<file path="config.mk">
export PLATFORM = sky130hd
export DESIGN_NAME = reorder_buffer
export DESIGN_NICKNAME = d
export VERILOG_FILES = /design/src/rtl/reorder_buffer_pkg.sv /design/src/rtl/reorder_buffer_commit_ctrl.sv /design/src/rtl/reorder_buffer.sv
export SDC_FILE = /design/constraint.sdc
export NUM_CORES = 1
export LEC_CHECK = 0
export CORE_UTILIZATION = 50
export DETAILED_ROUTE_END_ITERATION = 12
export PLACE_DENSITY_LB_ADDON = 0.3
export SETUP_SLACK_MARGIN = 0.02
export SLEW_MARGIN = 20
export SYNTH_ARGS = -nofsm -noshare
export SYNTH_HDL_FRONTEND = slang
export SYNTH_HIERARCHICAL = 1
export SYNTH_SLANG_ARGS = --single-unit
</file>
<file path="constraint.sdc">
create_clock -name clk -period 11.01 [get_ports clk]
set_clock_uncertainty 0.2 [all_clocks]
set_input_delay 3.303 -clock clk [delete_from_list [all_inputs] [get_ports clk]]
set_output_delay 3.303 -clock clk [all_outputs]
set_load 0.02 [all_outputs]
</file>
<file path="src/rtl/reorder_buffer_pkg.sv">
// Shared types for the Tomasulo core: reorder-buffer operation classes and default depth.
package tomasula_types;

    localparam int ROB_DEPTH = 8;

    typedef enum logic [1:0] {
        ROB_REG = 2'd0,
        ROB_LD  = 2'd1,
        ROB_ST  = 2'd2,
        ROB_BR  = 2'd3
    } rob_op_t;

endpackage

</file>
<file path="src/rtl/reorder_buffer_commit_ctrl.sv">
// In-order commit sequencer: retires the head entry and runs the memory handshake for loads/stores.
module rob_commit_ctrl
    import tomasula_types::*;
(
    input  logic    clk,
    input  logic    reset_n,
    input  logic    head_ready,
    input  rob_op_t head_op,
    input  logic    data_mem_resp,
    output logic    retire,
    output logic    regfile_load,
    output logic    ld_commit_sel,
    output logic    ld_br,
    output logic    data_read,
    output logic    data_write
);

    typedef enum logic [0:0] {
        IDLE     = 1'b0,
        MEM_WAIT = 1'b1
    } commit_state_t;

    commit_state_t state_r;
    commit_state_t state_next_s;

    // Commit state register
    always_ff @(posedge clk or negedge reset_n) begin
        if (!reset_n) begin
            state_r <= IDLE;
        end else begin
            state_r <= state_next_s;
        end
    end

    // Next state and commit strobes; the memory request stays up through the response cycle
    always_comb begin
        state_next_s  = state_r;
        retire        = 1'b0;
        regfile_load  = 1'b0;
        ld_commit_sel = 1'b0;
        ld_br         = 1'b0;
        data_read     = 1'b0;
        data_write    = 1'b0;
        case (state_r)
            IDLE: begin
                if (head_ready) begin
                    case (head_op)
                        ROB_REG: begin
                            regfile_load = 1'b1;
                            retire       = 1'b1;
                        end
                        ROB_BR: begin
                            ld_br  = 1'b1;
                            retire = 1'b1;
                        end
                        ROB_LD, ROB_ST: state_next_s = MEM_WAIT;
                        default: state_next_s = IDLE;
                    endcase
                end else begin
                    state_next_s = IDLE;
                end
            end
            MEM_WAIT: begin
                data_read  = (head_op == ROB_LD);
                data_write = (head_op == ROB_ST);
                if (data_mem_resp) begin
                    retire        = 1'b1;
                    regfile_load  = (head_op == ROB_LD);
                    ld_commit_sel = (head_op == ROB_LD);
                    state_next_s  = IDLE;
                end else begin
                    state_next_s = MEM_WAIT;
                end
            end
            default: state_next_s = IDLE;
        endcase
    end

endmodule

</file>
<file path="src/rtl/reorder_buffer.sv">
// Parametrised reorder buffer: in-order tag allocation, out-of-order completion,
// in-order retirement and partial flush of entries younger than a mispredicted branch.
module reorder_buffer
    import tomasula_types::*;
#(
    parameter int DEPTH = ROB_DEPTH,
    parameter int TAG_W = $clog2(DEPTH)
) (
    input  logic             clk,
    input  logic             reset_n,
    input  logic             alloc,
    input  rob_op_t          alloc_op,
    input  logic [4:0]       alloc_rd,
    input  logic [4:0]       alloc_st_src,
    output logic [TAG_W-1:0] alloc_tag,
    output logic             full,
    output logic             empty,
    input  logic [DEPTH-1:0] set_valid,
    output logic [DEPTH-1:0] entry_valid,
    input  logic             mispredict,
    input  logic [TAG_W-1:0] mispredict_tag,
    output logic [TAG_W-1:0] head_tag,
    output logic             regfile_load,
    output logic [4:0]       commit_rd,
    output logic [4:0]       st_src_commit,
    output logic             ld_commit_sel,
    output logic             ld_br,
    output logic             data_read,
    output logic             data_write,
    input  logic             data_mem_resp
);

    logic [TAG_W-1:0] head_r;
    logic [TAG_W-1:0] tail_r;
    logic [TAG_W:0]   count_r;
    rob_op_t          op_r     [DEPTH];
    logic [4:0]       rd_r     [DEPTH];
    logic [4:0]       st_src_r [DEPTH];
    logic [DEPTH-1:0] ready_r;

    logic             alloc_ok_s;
    logic             retire_s;
    logic             head_ready_s;
    logic [TAG_W-1:0] keep_off_s;
    logic [TAG_W-1:0] off_s [DEPTH];
    logic [DEPTH-1:0] occupied_s;
    logic [DEPTH-1:0] flushed_s;
    logic [TAG_W:0]   count_next_s;
    logic [TAG_W-1:0] tail_next_s;

    assign full         = (count_r == (TAG_W+1)'(DEPTH));
    assign empty        = (count_r == {(TAG_W+1){1'b0}});
    assign alloc_tag    = tail_r;
    assign head_tag     = head_r;
    assign entry_valid  = ready_r;
    assign alloc_ok_s   = alloc && !full && !mispredict;
    assign head_ready_s = !empty && ready_r[head_r];
    assign commit_rd     = rd_r[head_r];
    assign st_src_commit = st_src_r[head_r];

    // Occupancy by distance from head; flushed entries lie beyond the branch's distance
    always_comb begin
        keep_off_s = mispredict_tag - head_r;
        for (int i = 0; i < DEPTH; i++) begin
            off_s[i]      = TAG_W'(i) - head_r;
            occupied_s[i] = ({1'b0, off_s[i]} < count_r);
            flushed_s[i]  = mispredict && occupied_s[i] && (off_s[i] > keep_off_s);
        end
    end

    // Next tail and count; a flush rebuilds count from the surviving span
    always_comb begin
        if (mispredict) begin
            tail_next_s  = mispredict_tag + TAG_W'(1);
            count_next_s = {1'b0, keep_off_s} + (TAG_W+1)'(1) - (TAG_W+1)'(retire_s);
        end else begin
            tail_next_s  = alloc_ok_s ? (tail_r + TAG_W'(1)) : tail_r;
            count_next_s = count_r + (TAG_W+1)'(alloc_ok_s) - (TAG_W+1)'(retire_s);
        end
    end

    // Pointer and occupancy registers
    always_ff @(posedge clk or negedge reset_n) begin
        if (!reset_n) begin
            head_r  <= {TAG_W{1'b0}};
            tail_r  <= {TAG_W{1'b0}};
            count_r <= {(TAG_W+1){1'b0}};
        end else begin
            head_r  <= retire_s ? (head_r + TAG_W'(1)) : head_r;
            tail_r  <= tail_next_s;
            count_r <= count_next_s;
        end
    end

    // Ready bits: a fresh alloc clears its entry even against a same-cycle completion
    always_ff @(posedge clk or negedge reset_n) begin
        if (!reset_n) begin
            ready_r <= {DEPTH{1'b0}};
        end else begin
            for (int i = 0; i < DEPTH; i++) begin
                if (alloc_ok_s && (tail_r == TAG_W'(i))) begin
                    ready_r[i] <= 1'b0;
                end else if (flushed_s[i]) begin
                    ready_r[i] <= 1'b0;
                end else if (set_valid[i] && occupied_s[i]) begin
                    ready_r[i] <= 1'b1;
                end else begin
                    ready_r[i] <= ready_r[i];
                end
            end
        end
    end

    // Entry payload written at the tail on an accepted alloc
    always_ff @(posedge clk or negedge reset_n) begin
        if (!reset_n) begin
            for (int i = 0; i < DEPTH; i++) begin
                op_r[i]     <= ROB_REG;
                rd_r[i]     <= 5'd0;
                st_src_r[i] <= 5'd0;
            end
        end else if (alloc_ok_s) begin
            op_r[tail_r]     <= alloc_op;
            rd_r[tail_r]     <= alloc_rd;
            st_src_r[tail_r] <= alloc_st_src;
        end
    end

    rob_commit_ctrl u_commit (
        .clk           (clk),
        .reset_n       (reset_n),
        .head_ready    (head_ready_s),
        .head_op       (op_r[head_r]),
        .data_mem_resp (data_mem_resp),
        .retire        (retire_s),
        .regfile_load  (regfile_load),
        .ld_commit_sel (ld_commit_sel),
        .ld_br         (ld_br),
        .data_read     (data_read),
        .data_write    (data_write)
    );

endmodule

</file>
---- Word level (Yosys, flattened, before mapping) ----
Cells that the tools add are included.
Widths: inputs -> output; s select.
storage, ports and cells
  flip-flop bits (word level) ............. 115
  input bits .............................. 28
  output and inout port bits .............. 31
operators by class
  add/subtract/negate cells ............... 16
  magnitude comparators ................... 20
  equal/unequal tests ..................... 11
  multiplexer cells ....................... 63
  bitwise logic cells ..................... 3
  reductions and logical operators ........ 53
operator list
  operator             count
  $bwmux 40            2
  $mux 1               40
  $logic_and 1x1->1    36
  $lt 3x4->1           8
  $bmux 5 s3           2
  $mux 5               5
  $gt 3x3->1           8
  $reduce_bool 3->1    8
  $bwmux 16            1
  $demux 5 s3          1
  $eq 3x3->1 const B   4
  $sub 3x3->3 const A  4
  $add 3x1->3 const B  3
  $ge 4x4->1 const B   2
  $not 3->4            2
  $sub 4x1->4          2
  $bmux 2 s3           1
  $demux 2 s3          1
  $eq 3x2->1 const B   2
  $mux 2               3
  $mux 3               2
  $pmux 1 s2           3
  $sub 1x3->3 const A  2
  $sub 2x3->3 const A  2
  18 further kinds     22

---- Longest topological paths before layout ----
Gate-level depths: netlist (run 1).
  depth after elaboration ................. 11
  mapped depth ............................ 16
  mapped depth without buffers ............ 14

---- Modules after synthesis ----
The synthesis (run 1) kept the hierarchy.
modules (own cells, without submodules)
  module           instances  cells an instance  area an instance (µm²)
  reorder_buffer   1          486                6,257.3
  rob_commit_ctrl  1          19                 175.2

---- Worst setup path after synthesis (run 1) ----
OpenSTA, ideal clock, no wires.
  path kind ............................... input-to-output
  start point ............................. in data_mem_resp
  end point ............................... out regfile_load
  arrival time ............................ 3.686 ns
  required time ........................... 7.507 ns
  setup slack ............................. 3.821 ns
  cell stages on the path ................. 2
  path buffers ............................ 0
  path through ............................ and3_4 o21bai_4
on the way
  cells in the longest elaborated chain, start to end .. 2
ends and longest elaborated chain
  element          line                              source
  start, declared  reorder_buffer.sv:30              input logic data_mem_resp
  $mux 1           reorder_buffer_commit_ctrl.sv:66  if (data_mem_resp) begin
  $pmux 1 s2       reorder_buffer_commit_ctrl.sv:44  case (state_r)
  end, declared    reorder_buffer.sv:23              output logic regfile_load,
No other way between the ends.

---- Worst setup path after layout (run 1) ----
Same ends and word-level chain as after synthesis.

==> results of run 1 <==
==> final cells by class <==
type	instances	area [sq um]
flip-flops and latches	115	2879
repair buffers	64	623.1
clock buffers	26	479.2
fillers	990	4892
well taps	172	215.2
inverters	26	97.59
multi-input cells	340	3304
clock inverters	5	77.57
==> logic make-up after synthesis <==
| group | Yosys count | synth area share |
|---|---|---|
| flops | 115 | 0.4474 |
| fa+ha+maj | 39 | 0.07742 |
| buf+inv | 50 | 0.03890 |
| compound gates | 58 | 0.05971 |
| xor+xnor | 15 | 0.02042 |
| simple gates | 101 | 0.08851 |
| mux | 127 | 0.2677 |
==> cells in the mapped netlist, types with 4 or more instances <==
cell type	n
buf_4	12
and3_1	4
inv_1	26
a21o_1	9
o21ai_0	10
ha_1	35
xnor2_1	9
dfrtp_1	115
mux4_2	26
nand2_1	53
mux2_2	100
clkbuf_1	6
xor2_1	6
a211oi_1	4
a21oi_1	17
o211ai_1	4
a31oi_1	4
nor2_1	14
==> worst min-delay path by stage <==
stage                              from                       end  slack [ns]  cells past startpoint
2_1_floorplan      rd_r[16]$_DFFE_PN0P_      rd_r[16]$_DFFE_PN0P_        0.27                      1
3_3_place_gp       op_r[10]$_DFFE_PN0P_      op_r[10]$_DFFE_PN0P_        0.28                      1
3_5_place_dp       rd_r[28]$_DFFE_PN0P_      rd_r[28]$_DFFE_PN0P_        0.29                      1
4_1_cts        st_src_r[17]$_DFFE_PN0P_  st_src_r[17]$_DFFE_PN0P_        0.30                      1
5_1_grt             rd_r[5]$_DFFE_PN0P_       rd_r[5]$_DFFE_PN0P_        0.31                      1
6_report           rd_r[31]$_DFFE_PN0P_      rd_r[31]$_DFFE_PN0P_        0.30                      1
==> routing by layer <==
layer	vias up	track usage	share of wire
li1	1932	-	-
met1	2164	0.3194	0.46
met2	81	0.3816	0.48
met3	25	0.04707	0.035
met4	0	0.09870	0.025
met5	-	0	0
==> worst reg2reg max path, cell delays in order, from the launching register on <==
cell	delay (ns)
dfrtp_2	0.62
buf_4	0.48
mux4_2	0.57
nand2_1	0.08
nand2_1	0.13
inv_1	0.12
ha_1	0.24
o21ai_0	0.77
ha_1	0.37
inv_1	0.05
ha_1	0.15
inv_1	0.05
fa_1	0.38
xnor2_1	0.15
nor2_1	0.05
a21oi_1	0.14
==> power by group <==
group,internal (mW),switching (mW),leakage (nW)
Combinational,0.740,0.717,1.76
Clock,0.342,0.183,0.268
Sequential,0.633,0.139,1.40
==> sequential cells by signal, summed over array words and instances (netlist names) <==
register and cells:
op_r 16, entry_valid 8, count_r 4, st_src_r 40, u_commit/state_r 1, rd_r 40, alloc_tag 3, head_tag 3
==> per-stage QoR <==
step / instances / total power, mW / setup slack, ns
2_1_floorplan: 505 / 1.815 / 3.821
3_3_place_gp: 717 / 2.166 / 2.796
3_5_place_dp: 717 / 2.225 / 2.789
4_1_cts: 748 / 2.770 / 2.780
5_1_grt: 748 / 2.957 / 2.748
6_report: 748 / 2.755 / 2.787
==> flow_metrics.env, run 1 <==
export IMPL_powerDensity_nw_per_um2=358.9
export IMPL_worst_path_buf_inv=2
export IMPL_fin_crit_ns=8.223
export IMPL_core_sq_um=12570
export IMPL_dieArea_sq_um=13320
export IMPL_finalSetupViolCount=0
export IMPL_io_pins=59
export IMPL_worstSetupPathType="in -> out"
export IMPL_drc=0
export IMPL_cts_reportedPaths_clkPinSlew_ns=0.05
export IMPL_ys_ff_latch=115
export IMPL_final_area_sq_um=7676
export IMPL_htreeDepth=4
export IMPL_yosys_warnings=6
export IMPL_critPathCapture="regfile_load"
export IMPL_crit_slowest_cell="clkdlybuf4s50_1"
export IMPL_slowest_delay_ns=0.61
export IMPL_path_depth=4
export IMPL_synth_cells=505
export IMPL_peakVddDrop_uv=152.2
export IMPL_die_h_um=115.4
export IMPL_status="finished clean"
export IMPL_r2r_start="head_tag[0]$_DFFE_PN0P_"
export IMPL_avgSynthCellArea_sq_um=12.74
export IMPL_cts_hold_buffers=0
export IMPL_cts_setup_buffers=0
export IMPL_slew_violations=0
export IMPL_globalplace_congestion=0.8207
export IMPL_synthTopCellsByArea="dfrtp_1 45%, mux2_2 18%, mux4_2 9.1%"
export IMPL_cts_tree="done"
export IMPL_synth_edf_count=0
export IMPL_cts_root_buf="clkbuf_16"
export IMPL_clk_path_buf_depth=2
export IMPL_synth_seq_area_share=0.4474
export IMPL_vias=4202
export IMPL_synth_area_sq_um=6432
export IMPL_cts_sinks=115
export IMPL_synthFlopType="dfrtp_1"
export IMPL_post_route_period_util=0.7469
export IMPL_critical_path_reg2reg_endpoint="count_r[2]$_DFF_PN0_"
export IMPL_syn_nets=570
export IMPL_drt_first_pass_iters=4
export IMPL_post_route_util=0.6108
export IMPL_port_buffers=58
export IMPL_placementRows=41
export IMPL_startpoint_type="primary input"
export IMPL_cp_common_cell="clkdlybuf4s50_1"
export IMPL_maxCapViolCount=0
export IMPL_critPathMaxFanout=3
export IMPL_via_per_inst=5.618
export IMPL_rsz0062_at_grt="false"
export IMPL_drive_gt1_frac=0.3073
export IMPL_end_kind="output port"
export IMPL_gr_usage_all_layers=0.2384
export IMPL_post_synth_num_cell_types=55
export IMPL_drt_iter0_drc=213
export IMPL_synth_top_area_frac=0.4474
export IMPL_leakage_nw=3.422
export IMPL_r2r_slack_ns=6.36
export IMPL_r2r_cells=15
export IMPL_placed_area_sq_um=7119
export IMPL_synth_top_cell_by_area="dfrtp_1"
export IMPL_post_cts_resized=0
export IMPL_routed_wl_um=14390
export IMPL_wire_per_inst_um=19.23
export IMPL_crit_start="data_mem_resp"
export IMPL_initial_core_util=0.5118
export IMPL_area_delta_synth_final_pct=19.33
export IMPL_fin_nets=629
export IMPL_n_antenna_cell=0
export IMPL_cts_buffers_inserted=17
export IMPL_grt_pass1_vias=4407
export IMPL_mostFrequentLayoutCells="114 x dfrtp_1, 100 x mux2_2, 57 x clkdlybuf4s50_1"
export IMPL_async_flop_share=1.000
export IMPL_clkLatencyLatePin_ns=0.41
export IMPL_cp_cell_sequence="clkdlybuf4s50_1 > and3_4 > o21bai_4 > clkdlybuf4s50_1"
export IMPL_hold_path_class="reg -> reg"
export IMPL_worst_ep_arrival_time_ns=4.72
export IMPL_finalSetupTns_ns=0
export IMPL_max_slew_margin_rel=0.3007
export IMPL_fmax_mhz=121.6
export IMPL_finalHoldViolations=0
export IMPL_detail_route_antenna_nets=0
export IMPL_layout_commonest_cell="dfrtp_1"
export IMPL_dp_hpwl_um=9261
export IMPL_grt_max_degree=77
export IMPL_grt_pass1_wl_um=23300
export IMPL_cp_data_required_time_ns=7.51
export IMPL_fin_hold_ws_ns=0.3003
export IMPL_antenna_found_initial=0
export IMPL_grt_remaining_overflow=0
export IMPL_cp_top_family="buffers and inverters"
export IMPL_tightest_slew_ns=1.048
export IMPL_die_x_um=115.4
(Power assumes the default switching activity.)
==> run 2, diff against run 1 <==
==> constraint.sdc (replaced) <==
create_clock -name clk -period 8.6 [get_ports clk]
set_clock_uncertainty 0.2 [all_clocks]
set_input_delay 2.58 -clock clk [delete_from_list [all_inputs] [get_ports clk]]
set_output_delay 2.58 -clock clk [all_outputs]
set_load 0.02 [all_outputs]
==> run 2 against run 1 <==
  * Sequential power is 30% higher
  * Wire length rose by 0.13%
  * First-iteration DRC count is 8.5% higher
  * Cell area rose by 0.51%
  * Utilization increased by 0.31 points
  * Clock power rose by 34%
  * Die area is the same
  * Critical path type unchanged
  * Highest routed layer unchanged
==> flow_metrics.env, run 2 (synthesized netlist as in run 1, its figures left out) <==
export IMPL_worst_ep_arrival_time_ns=3.99
export IMPL_die_x_um=115.4
export IMPL_mostFrequentLayoutCells="114 x dfrtp_1, 100 x mux2_2, 57 x clkdlybuf4s50_1"
export IMPL_drt_first_pass_iters=4
export IMPL_reg_top3="rd_r (40), st_src_r (40), op_r (16)"
export IMPL_cts_tree="done"
export IMPL_power_internal_mw=2.214
export IMPL_p_comb_frac=0.521
export IMPL_clk_path_buf_depth=2
export IMPL_fin_nets=629
export IMPL_startpoint_type="primary input"
export IMPL_drc=0
export IMPL_io_pins=59
export IMPL_vias=4243
export IMPL_clkPwrFrac=0.197
export IMPL_htreeDepth=4
export IMPL_post_cts_resized=0
export IMPL_slew_violations=0
export IMPL_powerDensity_nw_per_um2=461.6
export IMPL_routed_wl_um=14410
export IMPL_end_kind="output port"
export IMPL_placementRows=41
export IMPL_final_area_sq_um=7715
export IMPL_finalSetupViolCount=0
export IMPL_placed_area_sq_um=7119
export IMPL_wire_per_inst_um=19.23
export IMPL_globalplace_congestion=0.8254
export IMPL_drt_iter0_drc=231
export IMPL_gr_usage_all_layers=0.2433
export IMPL_dp_hpwl_um=9158
export IMPL_worstSetupPathType="in -> out"
export IMPL_fmax_mhz=147.7
export IMPL_status="finished clean"
export IMPL_drive_gt1_frac=0.3154
export IMPL_power_frac_seq=0.282
export IMPL_n_fill_cell=1005
export IMPL_initial_core_util=0.5118
export IMPL_core_sq_um=12570
export IMPL_cts_root_buf="clkbuf_16"
export IMPL_use_met1=0.3185
export IMPL_post_route_period_util=0.7871
export IMPL_tightest_slew_ns=1.040
export IMPL_grt_remaining_overflow=0
export IMPL_die_h_um=115.4
export IMPL_finalSetupTns_ns=0
export IMPL_cts_setup_buffers=0
export IMPL_port_buffers=58
export IMPL_cts_buffers_inserted=17
export IMPL_busiest_layer="met2"
export IMPL_dieArea_sq_um=13320
export IMPL_via_per_inst=5.665
export IMPL_hold_path_class="reg -> reg"
export IMPL_area_delta_synth_final_pct=19.94
export IMPL_p_sw_frac=0.3781
export IMPL_detail_route_antenna_nets=0
export IMPL_antenna_found_initial=0
export IMPL_fin_crit_ns=6.769
export IMPL_switchingPower_mw=1.346
export IMPL_grtUsageMet3=0.05282
export IMPL_fin_hold_ws_ns=0.2999
export IMPL_critPathMaxFanout=3
export IMPL_cts_sinks=115
export IMPL_cts_reportedPaths_clkPinSlew_ns=0.05
export IMPL_finalHoldViolations=0
export IMPL_max_slew_margin_rel=0.3061
export IMPL_n_antenna_cell=0
export IMPL_cp_data_required_time_ns=5.82
export IMPL_peakVddDrop_uv=179.6
export IMPL_rsz0062_at_grt="false"
export IMPL_cts_hold_buffers=0
export IMPL_clkLatencyLatePin_ns=0.41
export IMPL_power_mw=3.561
export IMPL_maxCapViolCount=0
export IMPL_grt_pass1_wl_um=23690
export IMPL_grt_max_degree=82
export IMPL_met2_usage=0.3940
export IMPL_grt_pass1_vias=4526
export IMPL_leakage_nw=3.445
export IMPL_layout_commonest_cell="dfrtp_1"
run 2: changes by cell type in the layout (fill, tap and decap cells not counted):
| cell | before | now |
|---|---|---|
| buf_6 | 0 | 1 |
| clkinv_2 | 2 | 3 |
| buf_4 | 7 | 6 |
| clkinv_4 | 0 | 2 |
| clkbuf_8 | 2 | 4 |
| clkbuf_1 | 7 | 3 |
run 2: through the flow:
stage	utilization	cells	setup WS [ns]
after floorplan	-	505	2.857
after global placement	0.5665	717	1.833
after detailed placement	0.5665	717	1.824
after CTS	0.6135	749	1.822
after global routing	0.6138	749	1.772
final	0.6138	749	1.831
run 2: power groups by stage:
| stage | Clock, mW | Sequential (mW) | Combinational (mW) |
|---|---|---|---|
| after floorplan | 0 | 0.953 | 1.37 |
| after global placement | 0 | 0.989 | 1.79 |
| after detailed placement | 0 | 1.01 | 1.84 |
| after CTS | 0.709 | 1.00 | 1.87 |
| after global routing | 0.734 | 1.04 | 2.05 |
| final | 0.701 | 1.00 | 1.86 |
run 2: path summary, 6_finish.rpt:
path,from,endpoint,slack [ns],depth (start not counted)
max,data_mem_resp,regfile_load,1.83,4
min,op_r[11]$_DFFE_PN0P_,op_r[11]$_DFFE_PN0P_,0.30,1
max reg2reg,head_tag[0]$_DFFE_PN0P_,count_r[2]$_DFF_PN0_,4.17,14
min reg2reg,op_r[11]$_DFFE_PN0P_,op_r[11]$_DFFE_PN0P_,0.30,1
max in group asynchronous,reset_n,head_tag[0]$_DFFE_PN0P_,5.19,2
min in group asynchronous,reset_n,entry_valid[0]$_DFFE_PN0P_,1.92,1
run 2: layout make-up:
class                      count  area [sq um]  share of cell area
clock buffer                  24         491.7             0.06374
clock inverter                 8         100.1             0.01297
inverter                      26         97.59             0.01265
multi-input combinational    340          3304              0.4283
sequential                   115          2879              0.3732
tap                          172         215.2             0.02789
timing repair buffer          64         626.9             0.08125
run 2: worst max-delay path, stage by stage:
cell             delay (ns)
clkdlybuf4s50_1        0.51
and3_4                 0.19
o21bai_4               0.10
clkdlybuf4s50_1        0.60
run 2: per-layer routing:
metal | vias up | routed length, um
met1 | 2178 | 6360
met3 | 25 | 591
li1 | 1926 | -
met2 | 114 | 7124
met5 | - | 0
met4 | 0 | 329
==> run 3, diff against run 2 <==
==> constraint.sdc (replaced) <==
create_clock -name clk -period 5.6 [get_ports clk]
set_clock_uncertainty 0.2 [all_clocks]
set_input_delay 1.68 -clock clk [delete_from_list [all_inputs] [get_ports clk]]
set_output_delay 1.68 -clock clk [all_outputs]
set_load 0.02 [all_outputs]
==> run 3 against run 2 <==
  * Wire length about the same
  * Sequential share of layout area is 0.11 points lower
  * Register-to-register slack lost 2.5 ns
  * Cell area is 0.29% higher
  * Via count is 0.68% lower
  * Combinational power is 53% higher
  * Die area stayed put
  * Clock power grew 53%
  * Global-route usage shrank 0.35 points
  * Final cell count grew 0.40%
  * Non-clock buffer count is 3 higher
  * Flip-flop and latch count is the same
==> flow_metrics.env, run 3 (synthesized netlist as in run 1, its figures left out) <==
export IMPL_final_area_sq_um=7737
export IMPL_tightest_slew_ns=1.042
export IMPL_post_route_period_util=0.9029
export IMPL_drt_iter0_drc=243
export IMPL_power_mw=5.481
export IMPL_layout_commonest_cell="dfrtp_1"
export IMPL_cts_reportedPaths_clkPinSlew_ns=0.05
export IMPL_startpoint_type="flop"
export IMPL_cts_tree="done"
export IMPL_port_buffers=58
export IMPL_cts_sinks=115
export IMPL_critPathMaxFanout=19
export IMPL_slew_violations=0
export IMPL_placementRows=41
export IMPL_drive_gt1_frac=0.3241
export IMPL_cp_data_required_time_ns=3.72
export IMPL_critPathCapture="regfile_load"
export IMPL_whs_path_depth=1
export IMPL_routed_wl_um=14410
export IMPL_cts_setup_buffers=0
export IMPL_critical_path_reg2reg_endpoint="entry_valid[0]$_DFFE_PN0P_"
export IMPL_die_h_um=115.4
export IMPL_finalHoldViolations=0
export IMPL_peakVddDrop_uv=413.4
export IMPL_reg_top3="rd_r (40), st_src_r (40), op_r (16)"
export IMPL_fin_nets=632
export IMPL_htreeDepth=4
export IMPL_grt_remaining_overflow=0
export IMPL_io_pins=59
export IMPL_core_sq_um=12570
export IMPL_crit_start="head_tag[1]$_DFFE_PN0P_"
export IMPL_grt_max_degree=80
export IMPL_fmax_mhz=197.8
export IMPL_dp_hpwl_um=9309
export IMPL_placed_area_sq_um=7142
export IMPL_mostFrequentLayoutCells="114 x dfrtp_1, 100 x mux2_2, 57 x clkdlybuf4s50_1"
export IMPL_cts_buffers_inserted=17
export IMPL_hold_path_class="reg -> reg"
export IMPL_fin_crit_ns=5.056
export IMPL_wire_per_inst_um=19.16
export IMPL_rsz0062_at_grt="false"
export IMPL_leakage_nw=3.449
export IMPL_n_antenna_cell=0
export IMPL_powerDensity_nw_per_um2=708.3
export IMPL_max_slew_margin_rel=0.3043
export IMPL_antenna_found_initial=0
export IMPL_grt_pass1_wl_um=23360
export IMPL_post_cts_resized=0
export IMPL_via_per_inst=5.604
export IMPL_clk_path_buf_depth=2
export IMPL_cts_hold_buffers=0
export IMPL_drt_first_pass_iters=4
export IMPL_area_delta_synth_final_pct=20.29
export IMPL_fin_cells=752
export IMPL_grt_pass1_vias=4490
export IMPL_r2r_start="head_tag[1]$_DFFE_PN0P_"
export IMPL_r2r_slack_ns=1.64
export IMPL_vias=4214
export IMPL_r2r_cells=10
export IMPL_worstSetupPathType="reg -> out"
export IMPL_finalSetupViolCount=0
export IMPL_worst_ep_arrival_time_ns=3.18
export IMPL_dp_cells=720
export IMPL_end_kind="output port"
export IMPL_gr_usage_all_layers=0.2398
export IMPL_finalSetupTns_ns=0
export IMPL_maxCapViolCount=0
export IMPL_clkLatencyLatePin_ns=0.41
export IMPL_drc=0
export IMPL_die_x_um=115.4
export IMPL_detail_route_antenna_nets=0
export IMPL_status="finished clean"
export IMPL_dieArea_sq_um=13320
export IMPL_cts_root_buf="clkbuf_16"
export IMPL_initial_core_util=0.5118
export IMPL_globalplace_congestion=0.8676
-- run 3: final cells by class --
cell class,count,area (sq um)
repair buffers,67,649.4
clock inverters,14,152.6
multi-input cells,340,3304
flip-flops and latches,115,2879
inverters,26,97.59
clock buffers,18,439.2
fillers,966,4831
well taps,172,215.2
-- run 3: power breakdown --
group | leakage, nW | switching, mW | internal, mW | total, mW
sequential | 1.40 | 0.315 | 1.24 | 1.56
combinational | 1.77 | 1.37 | 1.48 | 2.85
clock | 0.280 | 0.400 | 0.670 | 1.07
-- run 3: how the worst min path moves through the flow --
stage	to	from	slack, ns
finish	st_src_r[25]$_DFFE_PN0P_	st_src_r[25]$_DFFE_PN0P_	0.30
global route	st_src_r[25]$_DFFE_PN0P_	st_src_r[25]$_DFFE_PN0P_	0.31
CTS	op_r[10]$_DFFE_PN0P_	op_r[10]$_DFFE_PN0P_	0.30
detailed placement	op_r[10]$_DFFE_PN0P_	op_r[10]$_DFFE_PN0P_	0.29
global placement	op_r[11]$_DFFE_PN0P_	op_r[11]$_DFFE_PN0P_	0.28
floorplan	rd_r[16]$_DFFE_PN0P_	rd_r[16]$_DFFE_PN0P_	0.27
-- run 3: per-stage QoR --
step,worst slack [ns],hold slack [ns],util
final,0.5439,0.3000,0.6156
after global routing,0.3896,0.3084,0.6156
after detailed placement,0.6264,0.2889,0.5682
after CTS,0.4834,0.3011,0.6153
after global placement,0.6315,0.2819,0.5682
after floorplan,1.500,0.2738,-
-- run 3: worst max-delay path, stage by stage, from the launching register on --
cell             delay, ns
dfrtp_1               0.97
mux4_2                0.42
nand2_1               0.08
nand2_1               0.14
inv_1                 0.12
ha_1                  0.16
and3_4                0.17
o21bai_4              0.10
clkdlybuf4s50_1       0.60
-- run 3: routing by layer --
layer	GRT usage	share of wire	up-vias
li1	-	-	1938
met1	0.3196	0.44	2135
met2	0.3780	0.48	113
met3	0.05753	0.044	28
met4	0.09957	0.027	0
met5	0	0	-
